<file path="src/rtl/instruction_fetch_pkg.sv">
// Shared definitions for the fetch stage and its neighbours
// (controller, instruction register, accumulator immediates).
package instruction_fetch_pkg;

  localparam int PC_W    = 4;
  localparam int DEPTH   = 16;
  localparam int INSTR_W = 8;

  localparam logic [INSTR_W-1:0] NOP = 8'h00;

  typedef enum logic [1:0] {
    IDLE,
    FETCH,
    VALID,
    HALT
  } fetch_state_e;

endpackage

</file>
<file path="src/rtl/instruction_fetch_if.sv">
// Bus between the fetch stage (slave) and the controller/loader side (master).
interface instruction_fetch_if;
  import instruction_fetch_pkg::*;

  logic               prog_we;
  logic [PC_W-1:0]    prog_addr;
  logic [INSTR_W-1:0] prog_data;
  logic               run;
  logic               LoadIR;
  logic               PCLoad;
  logic [PC_W-1:0]    JumpTarget;
  logic               Halt;
  logic [INSTR_W-1:0] instruction;
  logic               instr_valid;
  logic [PC_W-1:0]    pc;
  logic               halted;

  modport master (
    output prog_we, prog_addr, prog_data, run, LoadIR, PCLoad, JumpTarget, Halt,
    input  instruction, instr_valid, pc, halted
  );

  modport slave (
    input  prog_we, prog_addr, prog_data, run, LoadIR, PCLoad, JumpTarget, Halt,
    output instruction, instr_valid, pc, halted
  );

endinterface

</file>
<file path="src/rtl/instruction_fetch_program_rom.sv">
// Small synchronous memory: one write port, one read port with a registered,
// enable-gated output that holds its value between reads.
module program_rom #(
  parameter int                ADDR_W    = 4,
  parameter int                DATA_W    = 8,
  parameter int                DEPTH     = 16,
  parameter logic [DATA_W-1:0] RESET_VAL = '0
) (
  input  logic              clk,
  input  logic              reset,
  input  logic              we_i,
  input  logic [ADDR_W-1:0] waddr_i,
  input  logic [DATA_W-1:0] wdata_i,
  input  logic              re_i,
  input  logic [ADDR_W-1:0] raddr_i,
  output logic [DATA_W-1:0] rdata_o
);

  logic [DATA_W-1:0] mem_q [DEPTH];
  logic [DATA_W-1:0] rdata_q;

  // Storage is deliberately left out of reset so a loaded program survives it.
  always_ff @(posedge clk) begin
    if (we_i) begin
      mem_q[waddr_i] <= wdata_i;
    end
  end

  always_ff @(posedge clk) begin
    if (reset) begin
      rdata_q <= RESET_VAL;
    end else if (re_i) begin
      rdata_q <= mem_q[raddr_i];
    end
  end

  assign rdata_o = rdata_q;

endmodule

</file>
<file path="src/rtl/instruction_fetch.sv">
// Fetch stage: PC, program memory and a one-entry presented-instruction buffer
// feeding the instruction register.
module instruction_fetch
  import instruction_fetch_pkg::*;
(
  input logic               clk,
  input logic               reset,
  instruction_fetch_if.slave bus
);

  fetch_state_e       state_q;
  logic [PC_W-1:0]    pc_q;
  logic [PC_W-1:0]    pc_d;
  logic               instr_valid_q;
  logic               halted_q;
  logic               rom_we;
  logic               rom_re;
  logic [INSTR_W-1:0] rom_rdata;

  // A jump always beats the sequential increment; the add wraps modulo DEPTH.
  assign pc_d = bus.PCLoad ? bus.JumpTarget : pc_q + PC_W'(1);

  assign rom_we = bus.prog_we && (state_q == IDLE);
  // A flushed or halted fetch must not disturb the word last presented.
  assign rom_re = (state_q == FETCH) && !bus.Halt && !bus.PCLoad;

  program_rom #(
    .ADDR_W   (PC_W),
    .DATA_W   (INSTR_W),
    .DEPTH    (DEPTH),
    .RESET_VAL(NOP)
  ) u_rom (
    .clk    (clk),
    .reset  (reset),
    .we_i   (rom_we),
    .waddr_i(bus.prog_addr),
    .wdata_i(bus.prog_data),
    .re_i   (rom_re),
    .raddr_i(pc_q),
    .rdata_o(rom_rdata)
  );

  always_ff @(posedge clk) begin
    if (reset) begin
      state_q       <= IDLE;
      pc_q          <= '0;
      instr_valid_q <= 1'b0;
      halted_q      <= 1'b0;
    end else begin
      unique case (state_q)
        IDLE: begin
          instr_valid_q <= 1'b0;
          if (bus.PCLoad) begin
            pc_q <= bus.JumpTarget;
          end
          if (bus.run) begin
            state_q <= FETCH;
          end
        end
        FETCH: begin
          if (bus.Halt) begin
            state_q       <= HALT;
            instr_valid_q <= 1'b0;
            halted_q      <= 1'b1;
          end else if (bus.PCLoad) begin
            pc_q          <= pc_d;
            instr_valid_q <= 1'b0;
          end else begin
            state_q       <= VALID;
            instr_valid_q <= 1'b1;
          end
        end
        VALID: begin
          if (bus.Halt) begin
            state_q       <= HALT;
            instr_valid_q <= 1'b0;
            halted_q      <= 1'b1;
          end else if (bus.PCLoad || bus.LoadIR) begin
            state_q       <= FETCH;
            pc_q          <= pc_d;
            instr_valid_q <= 1'b0;
          end
        end
        HALT: begin
          instr_valid_q <= 1'b0;
          halted_q      <= 1'b1;
        end
        default: begin
          state_q       <= IDLE;
          instr_valid_q <= 1'b0;
        end
      endcase
    end
  end

  assign bus.instruction = rom_rdata;
  assign bus.instr_valid = instr_valid_q;
  assign bus.pc          = pc_q;
  assign bus.halted      = halted_q;

endmodule
</file>
<file path="src/flat_wrapper.sv">
// flat-port wrapper written by rule: the top's interface ports become plain ports
module instruction_fetch_flat import instruction_fetch_pkg::*;
  (clk, reset, bus_prog_we, bus_prog_addr, bus_prog_data, bus_run, bus_LoadIR, bus_PCLoad, bus_JumpTarget, bus_Halt, bus_instruction, bus_instr_valid, bus_pc, bus_halted);
  instruction_fetch_if bus_i ();
  input logic clk;
  input logic reset;
  input wire logic [$bits(bus_i.prog_we)-1:0] bus_prog_we;
  input wire logic [$bits(bus_i.prog_addr)-1:0] bus_prog_addr;
  input wire logic [$bits(bus_i.prog_data)-1:0] bus_prog_data;
  input wire logic [$bits(bus_i.run)-1:0] bus_run;
  input wire logic [$bits(bus_i.LoadIR)-1:0] bus_LoadIR;
  input wire logic [$bits(bus_i.PCLoad)-1:0] bus_PCLoad;
  input wire logic [$bits(bus_i.JumpTarget)-1:0] bus_JumpTarget;
  input wire logic [$bits(bus_i.Halt)-1:0] bus_Halt;
  output wire logic [$bits(bus_i.instruction)-1:0] bus_instruction;
  output wire logic [$bits(bus_i.instr_valid)-1:0] bus_instr_valid;
  output wire logic [$bits(bus_i.pc)-1:0] bus_pc;
  output wire logic [$bits(bus_i.halted)-1:0] bus_halted;
  assign bus_i.prog_we = bus_prog_we;
  assign bus_i.prog_addr = bus_prog_addr;
  assign bus_i.prog_data = bus_prog_data;
  assign bus_i.run = bus_run;
  assign bus_i.LoadIR = bus_LoadIR;
  assign bus_i.PCLoad = bus_PCLoad;
  assign bus_i.JumpTarget = bus_JumpTarget;
  assign bus_i.Halt = bus_Halt;
  assign bus_instruction = bus_i.instruction;
  assign bus_instr_valid = bus_i.instr_valid;
  assign bus_pc = bus_i.pc;
  assign bus_halted = bus_i.halted;
  instruction_fetch u_core (.clk(clk), .reset(reset), .bus(bus_i));
endmodule
</file>
<file path="config.mk">
export PLATFORM = sky130hd
export DESIGN_NAME = instruction_fetch_flat
export DESIGN_NICKNAME = d
export VERILOG_FILES = /design/src/rtl/instruction_fetch_pkg.sv /design/src/rtl/instruction_fetch_if.sv /design/src/rtl/instruction_fetch_program_rom.sv /design/src/rtl/instruction_fetch.sv /design/src/flat_wrapper.sv
export SDC_FILE = /design/constraint.sdc
export NUM_CORES = 1
export LEC_CHECK = 0
export CORE_ASPECT_RATIO = 1.75
export CORE_UTILIZATION = 45
export DETAILED_ROUTE_END_ITERATION = 8
export PLACE_DENSITY_LB_ADDON = 0.15
export SKIP_LAST_GASP = 1
export SLEW_MARGIN = 20
export SYNTH_ARGS = -nofsm -noshare
export SYNTH_HDL_FRONTEND = slang
export SYNTH_SLANG_ARGS = --single-unit
</file>
<file path="constraint.sdc">
create_clock -name clk -period 2.13 [get_ports clk]
set_input_delay 0.5325 -clock clk [delete_from_list [all_inputs] [get_ports clk]]
set_output_delay 0.5325 -clock clk [all_outputs]
set_load 0.03 [all_outputs]
</file>
== Word-level counts from Yosys, hierarchy flattened ==
Memory sizes are Yosys's and may differ from the RTL's. A register that Yosys moved wholly into a read port is not among the register bits.
Index checks and enable logic that the tools add are counted.
Widths: inputs -> output; s select.

* Bits in registers: 8
* Bits in writable memories: 128
* Input port bits: 23
* Output and inout bits: 14
* Logic and storage cells: 54
* Memories kept: 1

* $add $sub $neg: 1
* Equal/unequal tests: 12
* Muxes and demuxes: 22
* Reduce and logical (&&, ||, !) cells: 14

{| class="wikitable"
|+ Memories
! name !! words !! bits a word !! rd ports !! clocked after Yosys merged registers in !! wr ports !! line !! text
|-
| u_core.u_rom.mem_q || 16 || 8 || 1 || 1 || 1 || instruction_fetch_program_rom.sv:19 || <nowiki>logic [DATA_W-1:0] mem_q [DEPTH];</nowiki>
|}

{| class="wikitable"
|+ Operator list
! cell !! number
|-
| $mux 4 || 6
|-
| $pmux 4 s3 || 1
|-
| $mux 2 || 5
|-
| $ne 2x2->1 const B || 5
|-
| $mux 1 || 7
|-
| $pmux 2 s3 || 1
|-
| $reduce_and 6->1 || 1
|-
| $add 4x1->4 const B || 1
|-
| $eq 2x2->1 const B || 2
|-
| $ne 2x1->1 const B || 2
|-
| $reduce_and 4->1 || 1
|-
| $reduce_or 2->1 || 2
|-
| $logic_and 1x1->1 || 3
|-
| $ne 3x2->1 const B || 1
|-
| $ne 3x3->1 const B || 1
|-
| $pmux 1 s3 || 1
|-
| $reduce_bool 3->1 || 1
|-
| $eq 2x1->1 const B || 1
|-
| $logic_not 1->1 || 2
|-
| $logic_not 2->1 || 1
|-
| $pmux 1 s2 || 1
|-
| $reduce_and 2->1 || 1
|-
| $reduce_bool 2->1 || 1
|-
| $logic_or 1x1->1 || 1
|}

== Logic depth before layout (Yosys ltp) ==
Gate-level depths: netlist (run 1).

* Depth after elaboration: 5
* Gate-level depth with buffers: 7

== By module ==
Synthesis (run 1) repeated with hierarchy kept, for this count alone.

* Cells, all modules: 383
* Area, all modules: 5898.2 µm²

{| class="wikitable"
|+ By module, submodules not included
! module !! times used !! cells an instance !! area each (µm²) !! sequential area each (µm²)
|-
| program_rom || 1 || 316 || 5343.9 || 4003.8
|-
| instruction_fetch || 1 || 67 || 554.3 || 160.2
|}

== Least setup slack after synthesis (run 1) ==
Ideal clock, no wire load.

* Path type: register -> register
* Start: register u_core.state_q[0]
* End: memory u_core.u_rom.mem_q[0][0] (enable)
* Setup time: 0.383 ns
* Arrival: 1.698 ns
* Data required time: 1.747 ns
* Path slack: 0.048 ns
* Stages on the path, launching flop included: 6
* Period minus slack after synthesis: 2.082 ns
* Cell sequence: dfxtp_1 > inv_1 > ha_1 > nand2_1 > or3_1 > nor3_1

* Word-level cells in the longest chain between the ends: 4

{| class="wikitable"
|+ Ends and longest elaborated chain
! element !! line !! text
|-
| start: declaration || instruction_fetch.sv:11 || <nowiki>fetch_state_e state_q;</nowiki>
|-
| start signal: assignment || instruction_fetch.sv:45 || <nowiki>state_q <= IDLE;</nowiki>
|-
| start signal: assignment || instruction_fetch.sv:57 || <nowiki>state_q <= FETCH;</nowiki>
|-
| start signal: assignment || instruction_fetch.sv:62 || <nowiki>state_q <= HALT;</nowiki>
|-
| $logic_not 2->1 || instruction_fetch.sv:23 || <nowiki>assign rom_we = bus.prog_we && (state_q == IDLE);</nowiki>
|-
| $logic_and 1x1->1 || instruction_fetch.sv:23 ||
|-
| $mux 1 || instruction_fetch_program_rom.sv:24 || <nowiki>if (we_i) begin</nowiki>
|-
| $mux 1 (implied by the code) || instruction_fetch_program_rom.sv:25 || <nowiki>mem_q[waddr_i] <= wdata_i;</nowiki>
|-
| end: declaration || instruction_fetch_program_rom.sv:19 ||
|}

No other way between the ends.

== Worst setup path in the final report (run 1) ==
* Start: register u_core.pc_q[0], in the netlist u_core.bus.pc[0]
* End: output port bus_pc[0]

{| class="wikitable"
|+ RTL lines
! element !! line !! text
|-
| start: declaration || instruction_fetch.sv:12 || <nowiki>logic [PC_W-1:0] pc_q;</nowiki>
|-
| start signal: assignment || instruction_fetch.sv:54 || <nowiki>pc_q <= bus.JumpTarget;</nowiki>
|-
| start signal: assignment || instruction_fetch.sv:66 || <nowiki>pc_q <= pc_d;</nowiki>
|-
| start signal: assignment || instruction_fetch.sv:80 || <nowiki>pc_q <= pc_d;</nowiki>
|-
| end: declaration || flat_wrapper.sv:17 || <nowiki>output wire logic [$bits(bus_i.pc)-1:0] bus_pc;</nowiki>
|}

No word-level cell between the ends.

==> flow_summary.ini, run 1 <==
[run_status]
outcome = finished clean

[sta]
fmaxAchievable_mhz = 502
period_minus_slack_ns = 1.99
grt_setup_unrepaired = false
finalSetupViolCount = 0
final.period_utilization = 0.936
setup-tns-final_ns = 0
worst_clock_skew_ns = 0.00701
max_slew_margin = 0.558
final_max_slew_viol_count = 0
final_hold_viol_count = 0
worst_slack_ns = 0.137
max_slew.worst_pin.slew_ns = 0.660

[power_and_ir_drop]
net_switching_power_mw = 1.75
seqPwrFrac = 0.435
power_density_nw_per_um2 = 1020
swShare = 0.239
share_of_power_burned_in_the_clock_network = 0.428
worst_ir_drop_vdd_mv = 0.587
power.share.combinational = 0.138
p_int_mw = 5.58
power_leakage_nw = 2.41

[critical_path]
required_ns = 1.60
cp_slowest_cell = clkdlybuf4s50_1
timing.critical_path.arrival_ns = 1.46
criticalPathCategory = flip-flop to output port
endpoint_kind = output port
timing.critical_path.buf_inv = 1
timing.critical_path.from_type = flip-flop
timing.critical_path.max_delay_family = buffers and inverters
crit_path_max_incr_delay_ns = 0.68
critPathMaxFanout = 3
timing.critical_path.cells = clkdlybuf4s50_1

[synthesis]
synth_cell_type_count = 38
ys_warn_count = 0
post_synth_inst_count = 314
synth_edf_count = 128
ys_ff_latch = 144
post_synth_instance_area_um2 = 5830
ys.flop_type = edfxtp_1
synthDominantCellAreaShare = 0.659
part_of_the_yosys_area_used_for_sequential_elements = 0.714
synth-async-reset-ratio = 0
synth_top_area_cells = edfxtp_1 66%, mux4_2 7.0%, mux4_1 6.3%
synth_top_cell_by_area = edfxtp_1
syn_area_per_cell_um2 = 18.6
postSynthNetCount = 344

[floorplanning]
die-height_um = 153
floorplan.die.width_um = 88.1
ioPinCount = 37
rows = 54
start_util = 0.464
core_um2 = 12600
die-area_um2 = 13400

[route]
vias_per_cell = 5.58
drt_pass1_iterations = 4
drt_wl_total_mm = 12.6
post_route_ant_nets = 0
drt_drc = 0
avgRoutedWirePerCell_um = 22.3
vias = 3148
dr.first_iter.drc_count = 122

[finish]
fin_cells = 564
layout.cells.most_common = edfxtp_1
finalCoreUtilization = 0.570
layout-drive-gt1-share = 0.207
syn_to_final_growth_pct = 22.9
fin_nets = 413
insertedDiodeCount = 0
layout.cells.most_common_list = 128 x edfxtp_1, 34 x clkdlybuf4s50_1, 30 x buf_4

[clocking]
cts.sinks = 144
post_cts_hold_buffer_count = 0
cts.root.buffer_cell = clkbuf_16
post_cts_resize_count = 0
post_cts.repair.setup_buffers = 0
clock_tree_from_tritoncts = yes
clk_pin_slew_ns = 0.06
cts_htree_levels = 4
cts_inserted_buffers = 17
clk_latency_ns = 0.42
ctsLongestPathBuffers = 2

[global_route]
grt_max_degree = 31
grt_first_pass_wirelength_mm = 18.5
gr-usage-all-layers = 0.202
grt_remaining_overflow = 0
antenna_found_initial = 0
via_count_of_the_first_global_routing_pass = 3177

[hold_path]
hp-class = flip-flop to flip-flop

[placement]
placedCellCount = 532
hpwl_mm = 8.59
placer_congestion = 0.798
place_worst_setup_slack_ns = -0.0928
numPortBuffers = 36

[job]
cap_viol_max_count = 0
==> flip-flops by register name, indices dropped and copies added, names as in the netlist <==
| name | count |
|---|---|
| u_core.u_rom.mem_q | 128 |
| u_core.u_rom.rdata_o | 8 |
| u_core.bus.pc | 4 |
| u_core.state_q | 2 |
| u_core.bus.halted | 1 |
| u_core.bus.instr_valid | 1 |
==> cell type report <==
class                      instances  area [um2]
timing repair buffer              66         598
clock buffer                      17         425
clock inverter                    15         205
fill                            1003        5400
tap                              168         210
sequential                       144        4170
inverter                           3        11.3
multi-input combinational        151        1550
==> synth_stat cells (all sizes together) (4+ instances only) <==
master / n
buf: 14
edfxtp: 128
nand2: 13
a22oi: 8
nor3: 6
dfxtp: 16
nor2: 18
mux4: 32
mux2i: 10
o211ai: 9
a21oi: 10
nand2b: 9
a21o: 4
ha: 7
==> through the flow <==
step	hold WS [ns]	area (um2)	total power, mW
2_1_floorplan	0.498	5830	3.88
3_3_place_gp	0.460	6540	4.26
3_5_place_dp	0.466	6540	4.27
4_1_cts	0.478	7170	7.39
5_1_grt	0.522	7170	7.57
6_report	0.473	7170	7.33
==> worst paths after layout <==
| kind | start | slack (ns) | to | depth (start not counted) |
|---|---|---|---|---|
| worst min register to register | u_core.bus.halted | 0.47 | u_core.bus.halted | 2 |
| worst max register to register | u_core.state_q[0] | 0.20 | u_core.u_rom.mem_q[0][1] | 6 |
| worst max-delay path | u_core.bus.pc[0] | 0.14 | bus_pc[0] | 1 |
| worst min-delay path | u_core.bus.halted | 0.47 | u_core.bus.halted | 2 |
==> per-layer routing <==
layer  wire (um)  track usage  share of wire
met5           0            0              0
met4         318       0.0822          0.025
met3         399       0.0488          0.032
met2        7090        0.365           0.56
met1        4780        0.221           0.38
==> power by group through the flow <==
| stage | Combinational (mW) | Sequential (mW) | Clock [mW] |
|---|---|---|---|
| 2_1_floorplan | 0.587 | 3.29 | 0 |
| 3_3_place_gp | 1.02 | 3.24 | 0 |
| 3_5_place_dp | 1.03 | 3.25 | 0 |
| 4_1_cts | 1.03 | 3.19 | 3.17 |
| 5_1_grt | 1.08 | 3.19 | 3.30 |
| 6_report | 1.01 | 3.19 | 3.13 |
==> cell families (layout without fill, tap and decap cells) <==
family / Yosys count / after routing / synth area share
buf+inv: 19 / 101 / 0.0195
flops: 144 / 144 / 0.714
fa+ha+maj: 7 / 7 / 0.0150
mux: 42 / 42 / 0.150
compound gates: 40 / 40 / 0.0466
simple gates: 62 / 62 / 0.0551
Power figures use the tool's default switching activity.
==> run 2, diff against run 1 <==
Settings changed: ABC_AREA set to 1.
==> flow_summary.ini, run 2 <==
[sta]
period_minus_slack_ns = 1.95
fmaxAchievable_mhz = 512
grt_setup_unrepaired = false
finalSetupViolCount = 0
final.period_utilization = 0.917
worst_clock_skew_ns = 0.00488
final_max_slew_viol_count = 0
setup-tns-final_ns = 0
final_hold_viol_count = 0
max_slew.worst_pin.slew_ns = 0.572
max_slew_margin = 0.618

[clocking]
cts_inserted_buffers = 17
cts_htree_levels = 4
cts.root.buffer_cell = clkbuf_16
clk_latency_ns = 0.41
cts.sinks = 144
post_cts_hold_buffer_count = 0
clk_pin_slew_ns = 0.06
post_cts.repair.setup_buffers = 0
clock_tree_from_tritoncts = yes
post_cts_resize_count = 0
ctsLongestPathBuffers = 2

[critical_path]
timing.critical_path.cells = clkdlybuf4s50_1
cp_slowest_cell = clkdlybuf4s50_1
endpoint_kind = output port
critPathMaxFanout = 2
crit_path_max_incr_delay_ns = 0.68
timing.critical_path.arrival_ns = 1.42
timing.critical_path.from_type = flip-flop
criticalPathCategory = flip-flop to output port
worst_reg_to_reg_cells = 7
timing.critical_path.buf_inv = 1
timing.critical_path.max_delay_family = buffers and inverters
critical_path_depth = 1
required_ns = 1.60

[finish]
layout.cells.most_common = nand2_1
layout.cell_area.non_filler_um2 = 7770
fin_nets = 746
largest_register_ff_count = 128
layout-drive-gt1-share = 0.111
layout.cells.most_common_list = 146 x nand2_1, 128 x edfxtp_1, 119 x nand3_1
largest_register = u_core.u_rom.mem_q
insertedDiodeCount = 0
syn_to_final_growth_pct = 20.6

[placement]
dpl-instance-area_um2 = 7170
hpwl_mm = 11.1
placer_congestion = 0.902
numPortBuffers = 36

[route]
drt_drc = 0
vias = 4575
post_route_ant_nets = 0
drt_wl_total_mm = 16.0
avgRoutedWirePerCell_um = 17.7
dr.first_iter.drc_count = 311
drt_pass1_iterations = 5
vias_per_cell = 5.05

[hold_path]
holdPathStages = 2
hp-class = flip-flop to flip-flop

[synthesis]
synth-async-reset-ratio = 0
yosysMostFrequentCell = nand2_1
syn_area_per_cell_um2 = 9.90
ys_ff_latch = 144
post_synth_instance_area_um2 = 6440
synth_cell_type_count = 23
postSynthNetCount = 681
synthTopCellsByCount = 146 x nand2_1, 128 x edfxtp_1, 119 x nand3_1, 116 x inv_1, 34 x nor2_1
synthDominantCellAreaShare = 0.597
ys.flop_type = edfxtp_1
synth_top_area_cells = edfxtp_1 60%, nand3_1 9.2%, nand2_1 8.5%
part_of_the_yosys_area_used_for_sequential_elements = 0.646
synth_edf_count = 128
synth_top_cell_by_area = edfxtp_1
post_synth_inst_count = 651
ys_warn_count = 0

[power_and_ir_drop]
worst_ir_drop_vdd_mv = 0.528
power_density_nw_per_um2 = 1200
power_leakage_nw = 3.27

[floorplanning]
rows = 57
ioPinCount = 37
start_util = 0.463
core_um2 = 13900
die-height_um = 160
die-area_um2 = 14800
floorplan.die.width_um = 92.5

[global_route]
grt_max_degree = 46
grt_remaining_overflow = 0
via_count_of_the_first_global_routing_pass = 4577
grt_first_pass_wirelength_mm = 24.5
antenna_found_initial = 0
gr-usage-all-layers = 0.230

[run_status]
outcome = finished clean

[job]
cap_viol_max_count = 0
[run 2: area by class of cell]
class	count	area, um2
fillers	1213	6140
repair buffers	73	663
inverters	120	450
clock buffers	19	433
well taps	177	221
multi-input cells	360	1680
clock inverters	13	161
flip-flops and latches	144	4170
[run 2: through the flow]
step	cells	utilization	setup slack, ns	hold WS [ns]	total power [mW]
6_report	906	0.559	0.176	0.540	9.34
5_1_grt	906	0.559	0.108	0.587	9.81
4_1_cts	906	0.559	0.00645	0.552	9.37
3_5_place_dp	874	0.516	0.0246	0.546	6.39
3_3_place_gp	874	0.516	0.0532	0.500	6.35
2_1_floorplan	651	-	0.365	0.528	5.38
[run 2: per-layer routing]
metal  routed length [um]  global-route usage  share of wire  vias to the layer above
met5                    0                   0              0                        -
met4                  878               0.136          0.055                        0
met3                  776              0.0414          0.049                       45
met2                 8740               0.424           0.55                      168
met1                 5590               0.236           0.35                     2119
li1                     -                   -              -                     2243
[run 2: power by group]
group	internal [mW]	switching [mW]
clock	1.84	1.14
combinational	1.01	2.03
sequential	3.22	0.0915
[run 2: kinds of logic after synthesis]
logic type	share of synthesized area
AO/OA/AOI/OAI	0.0185
adder cells (fa/ha/maj)	0.0136
buffers and inverters	0.0934
flip-flops	0.646
AND/OR/NAND/NOR	0.228
[run 2: path summary, 6_finish.rpt]
kind | startpoint | to | slack, ns
max | u_core.bus.instr_valid | bus_instr_valid | 0.18
min | u_core.bus.halted | u_core.bus.halted | 0.54
max reg2reg | u_core.state_q[0] | u_core.u_rom.mem_q[14][3] | 0.29
min reg2reg | u_core.bus.halted | u_core.bus.halted | 0.54
